$ cat src/rtl/inner_dot_acc_pipe.sv
// Three-stage signed dot-product engine: product registers, balanced adder tree,
// then group accumulation with bias, round-half-up requantisation, ReLU and saturation.
module inner_dot_acc_pipe #(
    parameter int N_TAPS  = 9,
    parameter int DATA_W  = 8,
    parameter int ACC_W   = 24,
    parameter int OUT_W   = 8,
    parameter int SHIFT_W = 5
) (
    input  logic                       clk,
    input  logic                       rst_n,
    input  logic                       in_vld,
    input  logic                       in_first,
    input  logic                       in_last,
    input  logic [N_TAPS*DATA_W-1:0]   data_bus,
    input  logic [N_TAPS*DATA_W-1:0]   weight_bus,
    input  logic [ACC_W-1:0]           bias,
    input  logic [SHIFT_W-1:0]         shift,
    input  logic                       relu_en,
    output logic                       out_vld,
    output logic [ACC_W-1:0]           ans,
    output logic [OUT_W-1:0]           q_out,
    output logic                       ovf
);

    localparam int PROD_W = 2 * DATA_W;
    localparam int LEVELS = $clog2(N_TAPS);
    localparam int TREE_W = PROD_W + LEVELS;
    localparam int EXT_W  = ACC_W + 1;

    localparam logic signed [ACC_W-1:0] ACC_MAX = {1'b0, {(ACC_W-1){1'b1}}};
    localparam logic signed [ACC_W-1:0] ACC_MIN = {1'b1, {(ACC_W-1){1'b0}}};
    localparam logic signed [EXT_W-1:0] Q_MAX   = {{(EXT_W-OUT_W+1){1'b0}}, {(OUT_W-1){1'b1}}};
    localparam logic signed [EXT_W-1:0] Q_MIN   = {{(EXT_W-OUT_W+1){1'b1}}, {(OUT_W-1){1'b0}}};
    localparam logic signed [EXT_W-1:0] RND_ONE = {{(EXT_W-1){1'b0}}, 1'b1};
    localparam logic [OUT_W-1:0]        Q_MAX_O = {1'b0, {(OUT_W-1){1'b1}}};
    localparam logic [OUT_W-1:0]        Q_MIN_O = {1'b1, {(OUT_W-1){1'b0}}};

    logic signed [PROD_W-1:0] prod_r [N_TAPS];
    logic                     vld1_r, first1_r, last1_r;
    logic signed [ACC_W-1:0]  bias1_r;

    logic signed [TREE_W-1:0] tree_s, tree_r;
    logic                     vld2_r, first2_r, last2_r;
    logic signed [ACC_W-1:0]  bias2_r;

    logic signed [ACC_W-1:0]  acc_r, acc_next_s;
    logic                     sticky_r, sticky_next_s, acc_clamp_s;
    logic signed [EXT_W-1:0]  base_s, sum_s, rnd_s, r_s, r_relu_s;
    logic [OUT_W-1:0]         q_s;
    logic                     q_clamp_s;

    logic                     out_vld_r, ovf_r;
    logic [ACC_W-1:0]         ans_r;
    logic [OUT_W-1:0]         q_out_r;

    // Stage 1: per-tap products plus beat control and bias copy.
    always_ff @(posedge clk) begin
        if (!rst_n) begin
            for (int i = 0; i < N_TAPS; i++) prod_r[i] <= {PROD_W{1'b0}};
            vld1_r   <= 1'b0;
            first1_r <= 1'b0;
            last1_r  <= 1'b0;
            bias1_r  <= {ACC_W{1'b0}};
        end else begin
            vld1_r   <= in_vld;
            first1_r <= in_vld & in_first;
            last1_r  <= in_vld & in_last;
            if (in_vld) begin
                for (int i = 0; i < N_TAPS; i++)
                    prod_r[i] <= $signed(data_bus[i*DATA_W +: DATA_W]) *
                                 $signed(weight_bus[i*DATA_W +: DATA_W]);
                bias1_r <= bias;
            end
        end
    end

    // Balanced pairwise reduction; an odd leftover node is promoted unchanged.
    always_comb begin
        logic signed [TREE_W-1:0] node [2*N_TAPS];
        int cnt;
        for (int i = 0; i < 2*N_TAPS; i++) node[i] = {TREE_W{1'b0}};
        for (int i = 0; i < N_TAPS; i++) node[i] = TREE_W'(prod_r[i]);
        cnt = N_TAPS;
        for (int l = 0; l < LEVELS; l++) begin
            for (int j = 0; j < N_TAPS; j++) begin
                if (2*j + 1 < cnt)  node[j] = node[2*j] + node[2*j+1];
                else if (2*j < cnt) node[j] = node[2*j];
                else                node[j] = {TREE_W{1'b0}};
            end
            cnt = (cnt + 1) / 2;
        end
        tree_s = node[0];
    end

    // Stage 2: tree sum register with control and bias copies.
    always_ff @(posedge clk) begin
        if (!rst_n) begin
            tree_r   <= {TREE_W{1'b0}};
            vld2_r   <= 1'b0;
            first2_r <= 1'b0;
            last2_r  <= 1'b0;
            bias2_r  <= {ACC_W{1'b0}};
        end else begin
            vld2_r   <= vld1_r;
            first2_r <= first1_r;
            last2_r  <= last1_r;
            if (vld1_r) begin
                tree_r  <= tree_s;
                bias2_r <= bias1_r;
            end
        end
    end

    // Accumulate at one extra bit so overflow shows as a sign disagreement.
    always_comb begin
        base_s      = first2_r ? EXT_W'(bias2_r) : EXT_W'(acc_r);
        sum_s       = base_s + EXT_W'(tree_r);
        acc_clamp_s = 1'b0;
        if (sum_s[ACC_W] != sum_s[ACC_W-1]) begin
            acc_clamp_s = 1'b1;
            acc_next_s  = sum_s[ACC_W] ? ACC_MIN : ACC_MAX;
        end else begin
            acc_next_s  = sum_s[ACC_W-1:0];
        end
        sticky_next_s = (first2_r ? 1'b0 : sticky_r) | acc_clamp_s;
    end

    // Requantise: shifts past the extended width collapse to the sign.
    always_comb begin
        rnd_s = {EXT_W{1'b0}};
        if (int'(shift) >= EXT_W) begin
            r_s = {EXT_W{acc_next_s[ACC_W-1]}};
        end else begin
            if (shift != {SHIFT_W{1'b0}}) rnd_s = RND_ONE << (shift - SHIFT_W'(1));
            else                          rnd_s = {EXT_W{1'b0}};
            r_s = (EXT_W'(acc_next_s) + rnd_s) >>> shift;
        end
        if (relu_en && r_s[EXT_W-1]) r_relu_s = {EXT_W{1'b0}};
        else                         r_relu_s = r_s;
        q_clamp_s = 1'b0;
        if (r_relu_s > Q_MAX) begin
            q_clamp_s = 1'b1;
            q_s       = Q_MAX_O;
        end else if (r_relu_s < Q_MIN) begin
            q_clamp_s = 1'b1;
            q_s       = Q_MIN_O;
        end else begin
            q_s       = r_relu_s[OUT_W-1:0];
        end
    end

    // Stage 3: accumulator, sticky overflow and registered group result.
    always_ff @(posedge clk) begin
        if (!rst_n) begin
            acc_r     <= {ACC_W{1'b0}};
            sticky_r  <= 1'b0;
            out_vld_r <= 1'b0;
            ans_r     <= {ACC_W{1'b0}};
            q_out_r   <= {OUT_W{1'b0}};
            ovf_r     <= 1'b0;
        end else begin
            if (vld2_r) begin
                acc_r    <= acc_next_s;
                sticky_r <= sticky_next_s;
            end
            out_vld_r <= vld2_r & last2_r;
            if (vld2_r & last2_r) begin
                ans_r   <= acc_next_s;
                q_out_r <= q_s;
                ovf_r   <= sticky_next_s | q_clamp_s;
            end
        end
    end

    assign out_vld = out_vld_r;
    assign ans     = ans_r;
    assign q_out   = q_out_r;
    assign ovf     = ovf_r;

endmodule

$ cat config.mk
export PLATFORM = sky130hd
export DESIGN_NAME = inner_dot_acc_pipe
export DESIGN_NICKNAME = d
export VERILOG_FILES = /design/src/rtl/inner_dot_acc_pipe.sv
export SDC_FILE = /design/constraint.sdc
export NUM_CORES = 2
export LEC_CHECK = 0
export BUFFER_PORTS_ARGS = -buffer_cell sky130_fd_sc_hd__buf_2
export CORE_MARGIN = 4
export CORE_UTILIZATION = 50
export DETAILED_ROUTE_END_ITERATION = 12
export GPL_TIMING_DRIVEN = 0
export PLACE_DENSITY = 0.7
export SLEW_MARGIN = 10
export SYNTH_ARGS = -nofsm -noshare
export SYNTH_HDL_FRONTEND = slang
export SYNTH_SLANG_ARGS = --single-unit
export TNS_END_PERCENT = 20
$ cat constraint.sdc
create_clock -name clk -period 21.9 [get_ports clk]
set_input_delay 1.095 -clock clk [delete_from_list [all_inputs] [get_ports clk]]
set_output_delay 1.095 -clock clk [all_outputs]
set_load 0.02 [all_outputs]
* Yosys cells after proc, flatten, opt, wreduce, memory -nomap -nowiden
Memory sizes are Yosys's and may differ from the RTL's. Cells that the tools add are included.
Storage, ports and cells: flip-flop bits (word level) 133, latch bits 0, RAM bits 144, ROM bits 0, input bits 179, output and inout port bits 34, memories kept 1
Memories:
- prod_r | depth 9, bits a word 16, read ports 9, clocked after memory_dff 0, wr ports 9, line 39 | logic signed [PROD_W-1:0] prod_r [N_TAPS];
Operators by class: add/subtract/negate cells 11, multipliers 9, div/mod/pow operators 0, magnitude comparators 3, equality and inequality tests 1, shift-type cells 2, multiplexer cells 26, bitwise logic cells 14, reductions and logical operators 2
Operators by type and width (count):
- multiplier 8 x 8 -> 16 bit | 9
- two-way mux 16 bit | 9
- two-way mux 25 bit | 5
- adder 16 x 16 -> 17 bit | 4
- two-way mux 24 bit | 2
- adder 17 x 17 -> 18 bit | 2
- adder 24 x 25 -> 25 bit | 1
- adder 25 x 20 -> 25 bit | 1
- > comparator 25 x 8 -> 1 bit (second input constant) | 1
- < comparator 25 x 8 -> 1 bit (second input constant) | 1
- << shifter 1 x 5 -> 25 bit (first input constant) | 1
- >>> shifter 25 x 5 -> 25 bit | 1
- adder 19 x 16 -> 20 bit | 1
- adder 18 x 18 -> 19 bit | 1
- two-way mux 8 bit | 2
- OR 1 bit | 11
- two-way mux 1 bit | 8
- >= comparator 5 bit (second input constant) | 1
- nonzero test 5 bit | 1
- subtractor 5 x 1 -> 5 bit (second input constant) | 1
- bitwise AND 1 bit | 3
- logical AND 1 bit | 1
- != test 1 bit | 1

* Depth between registers and ports, before layout
depth after elaboration 13, mapped depth 39

* Least setup slack after synthesis
OpenSTA, ideal clock, no wires.
path type register to register, from register first2_r, to register q_out_r[0] (netlist: q_out[0]), setup time 0.133 ns, arrival 8.184 ns, data required time 21.767 ns, path slack 13.582 ns, cell stages (with the launch flop) 40, path buffers 6, clock period less this slack 8.318 ns, cell sequence dfxtp_1 > clkbuf_1 > buf_1 > mux2i_1 > inv_1 > ha_1 > a21o_1 > a21oi_1 > nand2b_1 > a21boi_0 > o31ai_1 > o311a_1 > a2111o_1 > a31oi_1 > a31oi_1 > o21ai_0 > xor2_1 > ha_1 > (+4 left out) > inv_1 > ha_1 > inv_1 > fa_1 > nand2b_1 > a21o_1 > a21o_1 > buf_6 > o21a_4 > o31ai_4 > mux2_4 > and2_1 > buf_4 > a221oi_2 > a21boi_1 > nand4_1 > o21ai_2 > o22ai_1
Between the ends: cells in the longest elaborated chain, start to end 12, elaborated cells on any way between the ends 14
Ends and longest elaborated chain:
- start, declared | line 44 | logic vld2_r, first2_r, last2_r;
- start signal, assigned | line 106 | first2_r <= first1_r;
- two-way mux 25 bit * | line 117 | base_s = first2_r ? EXT_W'(bias2_r) : EXT_W'(acc_r);
- adder 25 x 20 -> 25 bit * | line 118 | sum_s = base_s + EXT_W'(tree_r);
- two-way mux 24 bit / != test 1 bit (equally long branches) | line 122, 120
- two-way mux 24 bit * | line 120 | if (sum_s[ACC_W] != sum_s[ACC_W-1]) begin
- net acc_next_s[0] | line 47 | logic signed [ACC_W-1:0] acc_r, acc_next_s;
- adder 24 x 25 -> 25 bit * | line 137 | r_s = (EXT_W'(acc_next_s) + rnd_s) >>> shift;
- >>> shifter 25 x 5 -> 25 bit * | line 137
- two-way mux 25 bit * | line 132 | if (int'(shift) >= EXT_W) begin
- logical AND 1 bit | line 139 | if (relu_en && r_s[EXT_W-1]) r_relu_s = {EXT_W{1'b0}};
- two-way mux 25 bit * | line 139
- < comparator 25 x 8 -> 1 bit | line 145 | end else if (r_relu_s < Q_MIN) begin
- two-way mux 8 bit | line 145
- two-way mux 8 bit * | line 142 | if (r_relu_s > Q_MAX) begin
- end signal, assigned | line 160 | q_out_r <= {OUT_W{1'b0}};
- end signal, assigned | line 170 | q_out_r <= q_s;
- end, declared | line 55 | logic [OUT_W-1:0] q_out_r;
Mark *: on every way through the listed nets, which the timed path passes. The rest lies on a longest branch. A chain may end at the register's enable or synchronous reset.

* Final worst setup path
from register first2_r, to register q_out_r[2] (netlist: q_out[2])
Same word-level chain as after synthesis.

==> qor.txt <==
======================================================================================
Clock tree from TritonCTS                                                         done
Initial core utilization                                                         50.8%
Worst setup EP type                                                               flop
Critical setup path kind                                                  flop to flop
Main synth FF type                                                        sky130_fd_sc_hd__edfxtp_1
Status                                                                    complete, no violations
Highest clock rate                                                            92.0 MHz
Synthesis-stage register bit count                                                 277
Post-synth top area share                                                        30.9%
Worst reg2reg setup slack                                                     11.03 ns
Fraction of layout instances using a drive strength above 1                      7.41%
DR vias/cell                                                                      5.39
Core Util, Final                                                                 55.2%
Leading cell types by count after synthesis                               795 x sky130_fd_sc_hd__inv_1, 612 x sky130_fd_sc_hd__fa_1, 335 x sky130_fd_sc_hd__and2_1
Global placement routability congestion                                          0.947
Floorplan core area                                                         0.0780 mm2
Delay of the slowest critical-path stage                                       0.68 ns
Global-route wire length before repair                                       164000 um
Most area-hungry cell type in the Yosys netlist                           sky130_fd_sc_hd__fa_1
Clock network latency to the later pin of the worst-skew pair                  0.57 ns
Count of flip-flops with a built-in enable after synthesis                         144
Vias in the first global route                                                   31.0k
Setup_tns                                                                         0 ns
Data required time at the worst endpoint                                      22.38 ns
Class of the tightest hold or removal check                               flop to flop
Cell type with the highest occurrence count on the critical path          sky130_fd_sc_hd__inv_1
Highest-delay cell along the critical path                                sky130_fd_sc_hd__a21boi_0
Type of origin of the critical path                                               flop
Synthesized net count                                                             5314
Detailed Place HPWL                                                           84300 um
H-tree depth                                                                         1
# nets final                                                                      5550
Fin cells                                                                         5496
Part of the cycle the worst path needs                                           49.6%
I/O pin count                                                                      213
Async set-reset flop share out of synthesis                                         0%
Number of endpoints failing setup at the final stage                                 0
Number of buffers on the longest clock path                                          3
Most frequent cell after synthesis                                        sky130_fd_sc_hd__inv_1
Initial antenna violation count                                                      4
Final hold viol count                                                                0
1st-iter DRT viols                                                                2085
Total congestion overflow                                                            0
Gate count of the mapped netlist                                                  4192
P&R area growth vs syn                                                           8.48%
Post-CTS setup-driven buffer insertion count                                         0
Shortest clock period the worst path allows after layout                      10.87 ns
Quantity of hold-fixing buffers added after cts                                      0
Largest net degree at the start of global routing                                   67
Routed Antenna Nets                                                                  0
First-pass iteration count of the detailed router                                    5
Synthesized area divided by synthesized cell count                            9.46 um2
Leading cell types by total area after synthesis                          sky130_fd_sc_hd__fa_1 31%, sky130_fd_sc_hd__edfxtp_1 11%, sky130_fd_sc_hd__ha_1 10%, sky130_fd_sc_hd__inv_1 7.5%, sky130_fd_sc_hd__dfxtp_1 6.7%
Setup Skew                                                                   0.0361 ns
Height of the chip                                                              290 um
Fraction of the yosys area taken by sequential cells                             17.6%
Unrepaired setup endpoints after global routing                                     no
Number of distinct standard cells referenced by the synthesized netlist             93
Count of final max-slew check failures                                               0
Data arrival, critical path                                                   11.35 ns
Clock-pin transition on the worst setup and hold timing paths                  0.06 ns
Worst rel slew slack                                                             30.1%
Synth warn                                                                           0
Post-Synthesis Cell Area                                                    0.0396 mm2
CTS Root Buffer Type                                                      sky130_fd_sc_hd__clkbuf_16
Placement row count                                                                102
Total clock buffers created by CTS                                                  29
Post-Route WL                                                                100000 um
Number of sinks handled by clock tree synthesis                                    277
Count of instances resized after the clock tree is built                             0
Global routing usage summed across all routing layers                            24.4%
Peak fanout along the critical path                                                 10
Number of remaining DRC errors                                                       0
Total die area                                                              0.0839 mm2
Max_cap viols                                                                        0
Cells after DPL                                                                   5437
Average detailed-routed wire length per instance                               18.2 um
Via count of the routed design                                                   29.6k
Port Buffer Count                                                                  203
Slew @ Worst Pin                                                               1.04 ns
Die width                                                                       290 um
======================================================================================
kinds of logic after synthesis:
| logic type | count (synthesis) | synth area share, % |
|---|---|---|
| AOI/OAI and AO/OA | 591 | 9.64 |
| xor gates and xnor gates | 177 | 3.91 |
| DFF | 277 | 17.6 |
| adders and majority gates | 943 | 41.3 |
| and+or+nand+nor | 1184 | 15.7 |
| muxes | 110 | 3.13 |
| buffers and inverters | 910 | 8.70 |
final timing paths:
path | from | cells past startpoint | to
worst min register to register | last1_r$_SDFF_PN0_ | 1 | last2_r$_SDFF_PN0_
worst min-delay path | last1_r$_SDFF_PN0_ | 1 | last2_r$_SDFF_PN0_
worst max-delay path | first2_r$_SDFF_PN0_ | 36 | q_out[2]$_SDFFE_PN0P_
worst max register to register | first2_r$_SDFF_PN0_ | 36 | q_out[2]$_SDFFE_PN0P_
worst max-delay path: cells and delay by family, from the launching register on:
kind                       cells  cell delay, ns
AOI/OAI and AO/OA             14            4.88
adders and majority gates      4            1.17
buffers and inverters          9            2.37
DFF                            1            0.30
muxes                          3            1.25
and+or+nand+nor                6            0.79
state kept, by name, summed over array words and instances, names as in the netlist:
signal    count
last2_r       1
ovf           1
q_out         8
vld2_r        1
out_vld       1
ans          24
bias1_r      24
first2_r      1
last1_r       1
sticky_r      1
acc_r        24
vld1_r        1
prod_r      144
tree_r       20
bias2_r      24
first1_r      1
layer usage:
metal | GRT usage (%) | share of wire, % | vias up
met5 | 0 | 0 | -
met1 | 31.7 | 41 | 14711
li1 | - | - | 13929
met2 | 42.9 | 50 | 802
met4 | 8.23 | 4.0 | 0
met3 | 2.35 | 4.9 | 175
layout make-up:
type                    count  area (um2)
fillers                  7040       35000
plain buffers             113         458
diodes                      5        12.5
inverters                 797        2990
flip-flops and latches    277        6990
well taps                1040        1300
clock buffers              40         830
clock inverters            14         140
multi-input cells        3005       29200
repair buffers            205        1070
metrics by stage:
stage | setup WS (ns) | area, um2 | hold WS [ns]
6_report | 11.03 | 43000 | 0.448
5_1_grt | 10.29 | 43000 | 0.470
4_1_cts | 11.35 | 43000 | 0.449
3_5_place_dp | 11.38 | 42000 | 0.435
3_3_place_gp | 11.47 | 42000 | 0.414
2_1_floorplan | 13.58 | 39600 | 0.412
cells in the final DEF (no fill, tap or decap), drive strengths merged, types with 133 or more instances in the layout:
cell type	n
inv	798
fa	612
and2	336
ha	331
nand2	269
buf	226
nor2	196
a21oi	180
xnor2	155
edfxtp	144
o21ai	137
dfxtp	133
Power is left out: the tool's default activity adds up to more than one toggle a clock period on the data nets, which glitch-free logic cannot reach.
